**src/rtl/fetch_pkg.sv**
```systemverilog
// Shared widths and the fetch-queue entry layout for the instruction fetch stage.
package fetch_pkg;
   localparam int XLEN  = 64;
   localparam int ILEN  = 32;
   localparam int DEPTH = 4;
   localparam int PW    = $clog2(DEPTH);
   localparam int CW    = PW + 1;

   typedef struct packed {
      logic [XLEN-1:0] pc;
      logic [ILEN-1:0] instr;
      logic            filled;
   } fetch_entry_t;
endpackage

```
**src/rtl/fetch_if.sv**
```systemverilog
// Instruction-memory request/response and fetch-to-decode signals of the IF stage.
interface fetch_if;
   import fetch_pkg::*;

   // valid/ready: a transfer happens on a rising edge where both are high; the
   // sender keeps valid and payload stable until then, and ready may depend on nothing
   // from the same transfer. The response channel has no ready and is in request order.
   logic            imem_req_valid;
   logic            imem_req_ready;
   logic [XLEN-1:0] imem_req_addr;
   logic            imem_resp_valid;
   logic [ILEN-1:0] imem_resp_data;
   logic            if_valid;
   logic [XLEN-1:0] if_pc;
   logic [ILEN-1:0] if_instr;
   logic            id_ready;

   modport master (
      output imem_req_valid, imem_req_addr, if_valid, if_pc, if_instr,
      input  imem_req_ready, imem_resp_valid, imem_resp_data, id_ready
   );

   modport slave (
      input  imem_req_valid, imem_req_addr, if_valid, if_pc, if_instr,
      output imem_req_ready, imem_resp_valid, imem_resp_data, id_ready
   );
endinterface

```
**src/rtl/fetch_queue.sv**
```systemverilog
// In-order circular fetch queue: entries are allocated at issue, filled in order by
// memory responses, and popped from the head once filled.
module fetch_queue
   import fetch_pkg::*;
(
   input  logic            clk,
   input  logic            reset,
   input  logic            clear,
   input  logic            alloc,
   input  logic [XLEN-1:0] alloc_pc,
   input  logic            fill,
   input  logic [ILEN-1:0] fill_instr,
   input  logic            pop,
   output logic            head_valid,
   output logic [XLEN-1:0] head_pc,
   output logic [ILEN-1:0] head_instr,
   output logic [CW-1:0]   count,
   output logic [CW-1:0]   unfilled
);
   fetch_entry_t  mem [DEPTH];
   logic [PW-1:0] head, tail, fptr;
   logic [CW-1:0] nfill;

   always_comb begin
      head_valid = (count != '0) & mem[head].filled;
      head_pc    = mem[head].pc;
      head_instr = mem[head].instr;
      unfilled   = count - nfill;
   end

   // fill only ever targets an allocated unfilled slot and alloc a free one, so the
   // three pointers never write the same entry in one cycle.
   always_ff @(posedge clk or posedge reset) begin
      if (reset) begin
         head  <= '0;
         tail  <= '0;
         fptr  <= '0;
         count <= '0;
         nfill <= '0;
         for (int i = 0; i < DEPTH; i++) mem[i] <= '0;
      end else if (clear) begin
         head  <= '0;
         tail  <= '0;
         fptr  <= '0;
         count <= '0;
         nfill <= '0;
         for (int i = 0; i < DEPTH; i++) mem[i].filled <= 1'b0;
      end else begin
         if (alloc) begin
            mem[tail] <= '{pc: alloc_pc, instr: '0, filled: 1'b0};
            tail      <= tail + PW'(1);
         end
         if (fill) begin
            mem[fptr].instr  <= fill_instr;
            mem[fptr].filled <= 1'b1;
            fptr             <= fptr + PW'(1);
         end
         if (pop) head <= head + PW'(1);
         count <= count + CW'(alloc) - CW'(pop);
         nfill <= nfill + CW'(fill) - CW'(pop);
      end
   end
endmodule

```
**src/rtl/fetch_stage.sv**
```systemverilog
// IF stage: issues one in-order imem read per accepted PC, buffers returned words and
// hands {pc, instr} to decode; a branch flush discards queued and in-flight reads.
module fetch_stage
   import fetch_pkg::*;
(
   input  logic            clk,
   input  logic            reset,
   input  logic [XLEN-1:0] pc_in,
   output logic            pc_write,
   input  logic            flush,
   fetch_if.master         bus,
   output logic [CW-1:0]   dbg_drop_cnt,
   output logic [CW-1:0]   dbg_count
);
   logic [CW-1:0] count, unfilled, drop_cnt;
   logic [CW:0]   pending;
   logic          req_fire, resp_drop, resp_fill, resp_stray, pop;

   always_comb begin
      bus.imem_req_valid = ~reset & ~flush & (count < CW'(DEPTH));
      bus.imem_req_addr  = pc_in;
      req_fire           = bus.imem_req_valid & bus.imem_req_ready;
      pc_write           = req_fire | (flush & ~reset);
      pop                = bus.if_valid & bus.id_ready;
      resp_drop          = bus.imem_resp_valid & (drop_cnt != '0);
      resp_fill          = bus.imem_resp_valid & (drop_cnt == '0) & (unfilled != '0);
      resp_stray         = bus.imem_resp_valid & (drop_cnt == '0) & (unfilled == '0);
      // Every read still outstanding after this edge becomes a response to discard.
      pending            = {1'b0, unfilled} + {1'b0, drop_cnt}
                         - (CW + 1)'(resp_drop | resp_fill);
      dbg_drop_cnt       = drop_cnt;
      dbg_count          = count;
   end

   always_ff @(posedge clk or posedge reset) begin
      if (reset)          drop_cnt <= '0;
      else if (flush)     drop_cnt <= pending[CW-1:0];
      else if (resp_drop) drop_cnt <= drop_cnt - CW'(1);
   end

   fetch_queue u_queue (
      .clk        (clk),
      .reset      (reset),
      .clear      (flush),
      .alloc      (req_fire),
      .alloc_pc   (pc_in),
      .fill       (resp_fill),
      .fill_instr (bus.imem_resp_data),
      .pop        (pop),
      .head_valid (bus.if_valid),
      .head_pc    (bus.if_pc),
      .head_instr (bus.if_instr),
      .count      (count),
      .unfilled   (unfilled)
   );

   always @(posedge clk) begin
      if (!reset) begin
         assert (!resp_stray) else $error("fetch_stage: imem response with no read outstanding");
         assert (!(flush && pending[CW])) else $error("fetch_stage: drop counter overflow");
      end
   end
endmodule

```
**src/flat_wrapper.sv**
```systemverilog
// flat-port wrapper written by rule: the top's interface ports become plain ports
module fetch_stage_flat import fetch_pkg::*;
  (clk, reset, pc_in, pc_write, flush, dbg_drop_cnt, dbg_count, bus_imem_req_valid, bus_imem_req_addr, bus_if_valid, bus_if_pc, bus_if_instr, bus_imem_req_ready, bus_imem_resp_valid, bus_imem_resp_data, bus_id_ready);
  fetch_if bus_i ();
  input  logic clk;
  input  logic reset;
  input  logic [XLEN-1:0] pc_in;
  output logic pc_write;
  input  logic flush;
  output logic [CW-1:0] dbg_drop_cnt;
  output logic [CW-1:0] dbg_count;
  output wire logic [$bits(bus_i.imem_req_valid)-1:0] bus_imem_req_valid;
  output wire logic [$bits(bus_i.imem_req_addr)-1:0] bus_imem_req_addr;
  output wire logic [$bits(bus_i.if_valid)-1:0] bus_if_valid;
  output wire logic [$bits(bus_i.if_pc)-1:0] bus_if_pc;
  output wire logic [$bits(bus_i.if_instr)-1:0] bus_if_instr;
  input wire logic [$bits(bus_i.imem_req_ready)-1:0] bus_imem_req_ready;
  input wire logic [$bits(bus_i.imem_resp_valid)-1:0] bus_imem_resp_valid;
  input wire logic [$bits(bus_i.imem_resp_data)-1:0] bus_imem_resp_data;
  input wire logic [$bits(bus_i.id_ready)-1:0] bus_id_ready;
  assign bus_imem_req_valid = bus_i.imem_req_valid;
  assign bus_imem_req_addr = bus_i.imem_req_addr;
  assign bus_if_valid = bus_i.if_valid;
  assign bus_if_pc = bus_i.if_pc;
  assign bus_if_instr = bus_i.if_instr;
  assign bus_i.imem_req_ready = bus_imem_req_ready;
  assign bus_i.imem_resp_valid = bus_imem_resp_valid;
  assign bus_i.imem_resp_data = bus_imem_resp_data;
  assign bus_i.id_ready = bus_id_ready;
  fetch_stage u_core (.clk(clk), .reset(reset), .pc_in(pc_in), .pc_write(pc_write), .flush(flush), .bus(bus_i), .dbg_drop_cnt(dbg_drop_cnt), .dbg_count(dbg_count));
endmodule
```
**config.mk**
```make
export PLATFORM = sky130hd
export DESIGN_NAME = fetch_stage_flat
export DESIGN_NICKNAME = d
export VERILOG_FILES = /design/src/rtl/fetch_pkg.sv /design/src/rtl/fetch_if.sv /design/src/rtl/fetch_queue.sv /design/src/rtl/fetch_stage.sv /design/src/flat_wrapper.sv
export SDC_FILE = /design/constraint.sdc
export NUM_CORES = 1
export LEC_CHECK = 0
export CAP_MARGIN = 20
export CORE_UTILIZATION = 35
export CTS_CLUSTER_SIZE = 28
export DETAILED_ROUTE_END_ITERATION = 6
export PLACE_DENSITY_LB_ADDON = 0.25
export SETUP_SLACK_MARGIN = 0.15
export SYNTH_ARGS = -nofsm -noshare
export SYNTH_HDL_FRONTEND = slang
export SYNTH_HIERARCHICAL = 1
export SYNTH_SLANG_ARGS = --single-unit
export TNS_END_PERCENT = 1
```
**constraint.sdc**
```tcl
create_clock -name clk -period 14.6 [get_ports clk]
set_input_delay 4.38 -clock clk [delete_from_list [all_inputs] [get_ports clk]]
set_output_delay 4.38 -clock clk [all_outputs]
set_load 0.02 [all_outputs]
```
==> results of run 1 <==
cell families after synthesis:
family / Yosys count / synth area share, %
buffers and inverters: 167 / 6.818
adders and majority gates: 22 / 1.564
and+or+nand+nor: 75 / 2.403
DFF: 403 / 51.65
muxes: 355 / 30.67
AOI/OAI and AO/OA: 145 / 6.286
xor gates and xnor gates: 12 / 0.6152
stage by stage:
step / instances / hold WS (ns) / setup slack [ns] / cell area, um^2 / utilization (%)
finish: 2152 / 0.4840 / 4.358 / 23690 / 43.01
global route: 2152 / 0.4942 / 4.219 / 23690 / 43.01
CTS: 2151 / 0.4858 / 4.310 / 23670 / 42.97
detailed placement: 2064 / 0.4682 / 4.319 / 22030 / 39.99
global placement: 2064 / 0.4654 / 4.310 / 22030 / 39.99
floorplan: 1179 / 0.4509 / 4.834 / 19530 / -
per-layer routing:
layer / track usage, % / part of all wire (%) / routed length, um
met5: 0 / 0.050 / 23
met3: 3.702 / 6.1 / 2818
met1: 22.59 / 46 / 21170
met4: 4.779 / 2.0 / 927
met2: 25.82 / 46 / 21010
cells in the final DEF (no fill, tap or decap), types with 3 or more instances in the layout:
cell type | Yosys | layout
o2bb2ai_1 | 128 | 128
nand2b_1 | 34 | 34
clkinv_2 | 0 | 6
clkbuf_8 | 0 | 11
clkbuf_16 | 0 | 49
nor2_1 | 10 | 10
clkinvlp_4 | 0 | 3
mux2_4 | 240 | 240
fa_1 | 4 | 4
buf_4 | 66 | 9
mux4_2 | 97 | 97
nand2_2 | 0 | 4
clkbuf_1 | 16 | 11
nand2_1 | 15 | 11
inv_1 | 24 | 23
ha_1 | 18 | 18
nor2b_1 | 4 | 4
xor2_1 | 3 | 3
a21o_2 | 0 | 4
nand2_8 | 4 | 4
clkdlybuf4s50_1 | 0 | 269
dfrtp_1 | 403 | 401
mux2_2 | 16 | 16
xnor2_1 | 8 | 8
nor3_1 | 4 | 4
a21oi_1 | 8 | 8
bufinv_16 | 0 | 5
report_power, final:
part	switching, mW	internal (mW)	total [mW]
Sequential	0.0646	1.23	1.29
Combinational	0.290	0.385	0.674
Clock	0.477	0.760	1.24
worst register-to-register path: stages (launching register included):
cell and delay, ns:
dfrtp_1 0.38, inv_1 0.08, ha_1 0.21, fa_1 0.38, xnor2_1 0.15, xnor2_1 0.17, nor3_1 0.23, nor3_1 0.09
buf_4 0.18, nand2_2 0.68, a21o_2 0.83, o2bb2ai_1 0.21
worst max-delay path by stage:
stage                     start                         end  slack, ns  depth (start not counted)
after floorplan           reset  asynchronous set/reset pin       4.83                          1
after global placement    flush                    pc_write       4.31                          5
after detailed placement  flush                    pc_write       4.32                          5
after CTS                 flush                    pc_write       4.31                          5
after global routing      flush                    pc_write       4.22                          5
final                     flush                    pc_write       4.36                          5
cell type report:
class / instances / area share, %
Inverter: 24 / 0.3961
Sequential cell: 403 / 42.60
Clock inverter: 16 / 0.9347
Multi-Input combinational cell: 609 / 34.29
Timing Repair Buffer: 281 / 11.84
Tap cell: 748 / 3.950
Clock buffer: 71 / 5.989
==> metrics.cfg, run 1 <==
[worst_setup_path]
reg2reg_from = u_core/u_queue/count[0]
critPathKind = primary input to output pin
worstPathMaxFanout = 60
worst_setup_path_start_kind = primary input
critPathRequiredTime_ns = 10.22
ff2ff_path_depth = 11
r2r_slack_ns = 10.92
critPathBufInv = 4
crit_arrival_ns = 5.86
path_cells = buf_2 -> buf_4 -> inv_1 -> a21oi_1 -> clkdlybuf4s50_1
max_stage_delay_ns = 0.61
reg2reg_to = u_core/u_queue/mem[212]
cp-end-kind = output pin
crit_family = buffers and inverters
slowest_stage = clkdlybuf4s50_1

[grt]
grt_pass1_wl_mm = 72.91
track_usage_pct = 16.39
antenna_found_initial = 2
grt_max_degree = 163
grt-ovfl-total = 0
grt_pass1_vias = 12060

[clock_tree]
htreeDepth = 2
post_cts_buffers = 0
cts_resized = 0
cts.sinks = 403
numCtsBuffers = 47
cts.reportedPaths.clkPinSlew_ns = 0.06
clkLatencyLatePin_ns = 0.57
cts.path.max_buffers = 3
cts_root_buf = clkbuf_16
cts_tree = built
ctsHoldBuffers = 0

[min_path]
min_path_cells = 1
hp-start = u_core/u_queue/mem[14]
min_path_type = register to register
holdPathEnd = u_core/u_queue/mem[14]

[die]
ios = 271
die-area_um2 = 56740
die_w_um = 238.2
core_um2 = 55090
die_height_um = 238.2
start_util_pct = 35.44
num_rows = 86

[cells_and_area]
seqCellArea_um2 = 10090
drive_gt1_share_pct = 32.62
diodes = 0
multi_input_area_um2 = 8125
fin_nets = 1490
synthToLayoutAreaGrowth_pct = 21.34
fill_cells = 4993

[job]
cap_violations = 0

[logic_synthesis]
netlist.area_leader.share_pct = 51.65
yosys-top-cells-count = dfrtp_1 (403), mux2_4 (240), o2bb2ai_1 (128)
synth-edff-count = 0
synth-seq-cells = 403
synth_top_area_cell = dfrtp_1
syn_avg_cell_area_um2 = 16.56
synth_fp_nets = 1303
synthCells = 1179
yosysWarnings = 6
async_flop_share_pct = 100.0
ys_seq_area_share_pct = 51.65
synth.most_common_cell = dfrtp_1
yosysUniqueCellTypes = 32
synth_ff_type = dfrtp_1
synth_area_um2 = 19530
synth.area.top_cells = dfrtp_1 (52%), mux2_4 (18%), mux4_2 (11%)

[timing]
fin_tns_setup_ns = 0
setup_viol = 0
finalHoldViolations = 0
period_share_pct = 70.15
slew_viol_final = 0
maxSlewHeadroom_pct = 30.01
fmax_ghz = 0.09763
finClkSkew_ns = 0.01836
tightest_slew_ns = 1.050
rsz0062_at_grt = no
period_needed_ns = 10.24

[placed_design]
hpwlAfterDp_mm = 25.60
io_buffers = 270
finalWeightedCongestion = 0.7015

[routing]
firstDrtPassIters = 4
via_count = 10830
drt-vias-per-instance = 5.032
ant_nets = 0
routed_wirelength_mm = 45.95
drt_iter0_drc = 528
wl_per_cell_um = 21.35
drc_errors = 0

[pwr]
ir_worst_vdd_uv = 84.79
p_total_mw = 3.203
leakagePower_nw = 10.87
power.density_nw_per_um2 = 135.2

[outcome]
outcome = completed

No activity file was read; power rests on OpenSTA's default activity.
==> run 2, diff against run 1 <==
Clock period 14.6 ns to 8.25 ns, I/O delays scaled along.
==> run 2 against run 1 <==
Against the previous run:
- wire length about the same
- clock-buffer cell count unchanged
- hold slack got worse by 0.0054 ns
- clock skew increased by 0.0058 ns
- worst setup slack got worse by 2.4 ns
- utilization about the same
- cell area about the same
- critical endpoint is now bus_imem_req_valid
- largest cell class unchanged
==> metrics.cfg, run 2 (same netlist as run 1, synthesis figures left out) <==
[clock_tree]
ctsHoldBuffers = 0
numCtsBuffers = 46
cts.reportedPaths.clkPinSlew_ns = 0.06
htreeDepth = 2
cts_tree = built
post_cts_buffers = 0
clkLatencyLatePin_ns = 0.58
cts.path.max_buffers = 3
cts_resized = 0
cts_root_buf = clkbuf_16
cts.sinks = 403

[pwr]
p_comb_share_pct = 21.1
leakagePower_nw = 10.86
p_clk_share_pct = 38.3
p_int_mw = 4.167
p_total_mw = 5.628
ir_worst_vdd_uv = 130.9
netSwitchingFraction_pct = 25.96
power_frac_seq_pct = 40.6
switchingPower_mw = 1.461
power.density_nw_per_um2 = 237.5

[routing]
routed.top_layer = met5
drc_errors = 0
drt_iter0_drc = 521
drt-vias-per-instance = 4.991
via_count = 10730
wl_met1_mm = 21.24
wl_met3_mm = 2.550
ant_nets = 0
wl_per_cell_um = 21.37
wl_met2_mm = 21.39
routed_wirelength_mm = 45.96
firstDrtPassIters = 4

[timing]
finalHoldViolations = 0
period_share_pct = 76.64
fin_ws_ns = 1.927
holdWs_ns = 0.4786
setup_viol = 0
finClkSkew_ns = 0.02413
rsz0062_at_grt = no
period_needed_ns = 6.323
tightest_slew_ns = 0.9799
maxSlewHeadroom_pct = 34.67
fin_tns_setup_ns = 0
fmax_ghz = 0.1582
slew_viol_final = 0

[cells_and_area]
final_cell_mix = dfrtp_1 (401), clkdlybuf4s50_1 (269), mux2_4 (240)
final_common_cell = dfrtp_1
stdcell_count = 2150
stdcell_area_um2 = 23700
synthToLayoutAreaGrowth_pct = 21.36
diodes = 0
final_util_pct = 43.01
fin_nets = 1489
drive_gt1_share_pct = 32.45

[worst_setup_path]
slowest_stage = clkdlybuf4s50_1
critPathBufInv = 2
critPathKind = primary input to output pin
crit_family = buffers and inverters
path_cells = clkdlybuf4s50_1 -> nor3_1 -> clkdlybuf4s50_1
max_stage_delay_ns = 0.64
worst_setup_path_start_kind = primary input
cp.depth = 3
worstPathMaxFanout = 4
critPathRequiredTime_ns = 5.78
ff2ff_path_depth = 11
cp-end-kind = output pin
cpMostUsedCell = clkdlybuf4s50_1
crit_arrival_ns = 3.85

[die]
core_um2 = 55090
die_height_um = 238.2
ios = 271
num_rows = 86
die-area_um2 = 56740
die_w_um = 238.2
start_util_pct = 35.44

[placed_design]
finalWeightedCongestion = 0.7204
dp.cells = 2065
io_buffers = 270
hpwlAfterDp_mm = 25.23
place_ws_ns = 1.922
placed_area_um2 = 22090

[job]
cap_violations = 0

[grt]
grt-ovfl-total = 0
track_usage_pct = 16.48
grt_pass1_wl_mm = 72.84
grt_max_degree = 167
grt_pass1_vias = 11990
antenna_found_initial = 1

[min_path]
min_path_cells = 1
min_path_type = register to register

[outcome]
outcome = completed

run 2: per-layer routing:
layer  track usage, %  vias up
met5                0        -
met4            4.021        2
met3            4.003       59
met2            26.12      256
met1            22.70     5729
li1                 -     4685
run 2: power groups by stage:
stage,registers (mW),logic (mW),clock network (mW)
after floorplan,2.29,0.748,0
after detailed placement,2.31,1.21,0
final,2.29,1.19,2.15
after CTS,2.28,1.21,2.22
after global routing,2.31,1.27,2.30
after global placement,2.31,1.19,0
run 2: layout make-up:
class	instances	area [um^2]
Clock buffer	71	1386
Clock inverter	14	221.5
Fill cell	4999	31400
Inverter	24	93.84
Multi-Input combinational cell	609	8125
Sequential cell	403	10090
Tap cell	748	935.9
Timing Repair Buffer	281	2843
run 2: path summary, 6_finish.rpt:
path / startpoint / endpoint / slack (ns)
worst max-delay path: reset / bus_imem_req_valid / 1.93
min in group asynchronous: reset / u_core/dbg_drop_cnt[0] / 2.20
max in group asynchronous: reset / asynchronous set/reset pin / 4.31
worst max register to register: u_core/u_queue/count[0] / u_core/u_queue/mem[101] / 4.62
worst min-delay path: u_core/u_queue/mem[25] / u_core/u_queue/mem[25] / 0.48
worst min register to register: u_core/u_queue/mem[25] / u_core/u_queue/mem[25] / 0.48
==> run 3, diff against run 2 <==
Clock period 8.25 ns to 5.09 ns, I/O delays scaled along.
==> run 3 against run 2 <==
Against the previous run:
- register-to-register slack got worse by 2.9 ns
- worst setup slack got worse by 1.3 ns
- wire length about the same
- hold slack gained 0.0036 ns
- sequential share of layout area fell by 0.27 points
- via count is 1.3% higher
- critical path depth unchanged
- sequential cell count is the same
- clock power increased by 58%
- global-route usage barely moved
- cell area grew 0.64%
- non-clock buffer count up 25
- critical endpoint unchanged
==> metrics.cfg, run 3 (same netlist as run 1, synthesis figures left out) <==
[min_path]
min_path_cells = 1
hp-start = u_core/u_queue/mem[16]
min_path_type = register to register

[placed_design]
hpwlAfterDp_mm = 27.23
dp.cells = 2090
io_buffers = 270
finalWeightedCongestion = 0.7173
place_ws_ns = 0.6124

[timing]
period_share_pct = 88.05
fmax_ghz = 0.2231
slew_viol_final = 0
holdWs_ns = 0.4822
period_needed_ns = 4.482
fin_tns_setup_ns = 0
tightest_slew_ns = 0.7676
maxSlewHeadroom_pct = 48.82
setup_viol = 0
finClkSkew_ns = 0.01443
fin_ws_ns = 0.6085
rsz0062_at_grt = no
finalHoldViolations = 0

[cells_and_area]
diodes = 0
drive_gt1_share_pct = 33.24
final_cell_mix = dfrtp_1 (401), clkdlybuf4s50_1 (269), mux2_4 (240)
fin_nets = 1515
synthToLayoutAreaGrowth_pct = 22.15
final_common_cell = dfrtp_1
stdcell_count = 2171

[worst_setup_path]
ff2ff_path_depth = 14
crit_arrival_ns = 2.95
cp-end-kind = output pin
slowest_stage = clkdlybuf4s50_1
cp.depth = 3
worstPathMaxFanout = 4
max_stage_delay_ns = 0.65
reg2reg_from = u_core/u_queue/count[0]
critPathBufInv = 2
worst_setup_path_start_kind = primary input
crit_family = buffers and inverters
worstSetupStartpoint = reset
cpMostUsedCell = clkdlybuf4s50_1
critPathKind = primary input to output pin
path_cells = clkdlybuf4s50_1 -> nor3_1 -> clkdlybuf4s50_1
critPathRequiredTime_ns = 3.56

[routing]
wl_per_cell_um = 21.17
ant_nets = 0
firstDrtPassIters = 4
routed_wirelength_mm = 45.96
drc_errors = 0
drt_iter0_drc = 541
drt-vias-per-instance = 5.006
via_count = 10870

[die]
ios = 271
num_rows = 86
die-area_um2 = 56740
start_util_pct = 35.44
die_height_um = 238.2
die_w_um = 238.2
core_um2 = 55090

[clock_tree]
cts.reportedPaths.clkPinSlew_ns = 0.06
ctsHoldBuffers = 0
cts.path.max_buffers = 3
cts.sinks = 403
cts_resized = 0
post_cts_buffers = 0
cts_tree = built
clkLatencyLatePin_ns = 0.57
cts_root_buf = clkbuf_16
htreeDepth = 2
numCtsBuffers = 47

[pwr]
power.density_nw_per_um2 = 379.1
leakagePower_nw = 10.96
ir_worst_vdd_uv = 274.3

[grt]
grt_pass1_vias = 12210
antenna_found_initial = 2
grt_pass1_wl_mm = 73.46
track_usage_pct = 16.53
grt_max_degree = 130
grt-ovfl-total = 0

[outcome]
outcome = completed

[job]
cap_violations = 0

## run 3: final cells by class
cell class / instances / area, um^2
sequential: 403 / 10090
fill: 4991 / 31240
clock buffer: 67 / 1393
inverter: 24 / 93.84
multi-input combinational: 609 / 8110
timing repair buffer: 306 / 3055
tap: 748 / 935.9
clock inverter: 14 / 170.2
## run 3: metrics by stage
| step | area [um^2] | total power [mW] | utilization (%) |
|---|---|---|---|
| 2_1_floorplan | 19530 | 4.927 | - |
| 3_3_place_gp | 22290 | 5.677 | 40.45 |
| 3_5_place_dp | 22290 | 5.703 | 40.45 |
| 4_1_cts | 23850 | 9.189 | 43.29 |
| 5_1_grt | 23850 | 9.463 | 43.29 |
| 6_report | 23850 | 9.043 | 43.29 |
## run 3: power by group
| group | internal [mW] | leakage, nW | switching [mW] |
|---|---|---|---|
| sequential | 3.52 | 5.45 | 0.181 |
| clock | 2.05 | 0.772 | 1.35 |
| combinational | 1.11 | 4.73 | 0.832 |
| total | 6.68 | 11.0 | 2.36 |
## run 3: path summary, 6_finish.rpt
check,endpoint,slack (ns)
worst max register to register,u_core/dbg_drop_cnt[2],1.70
max in group asynchronous,u_core/u_queue/mem[116],2.49
min in group asynchronous,u_core/dbg_drop_cnt[0],1.28
worst max-delay path,bus_imem_req_valid,0.61
worst min-delay path,u_core/u_queue/mem[16],0.48
worst min register to register,u_core/u_queue/mem[16],0.48
## run 3: layer usage
layer  routed length [um]  track usage, %
met1                21490           23.17
met2                20970           25.62
met3                 2599           3.829
met4                  873           4.565
met5                   25               0
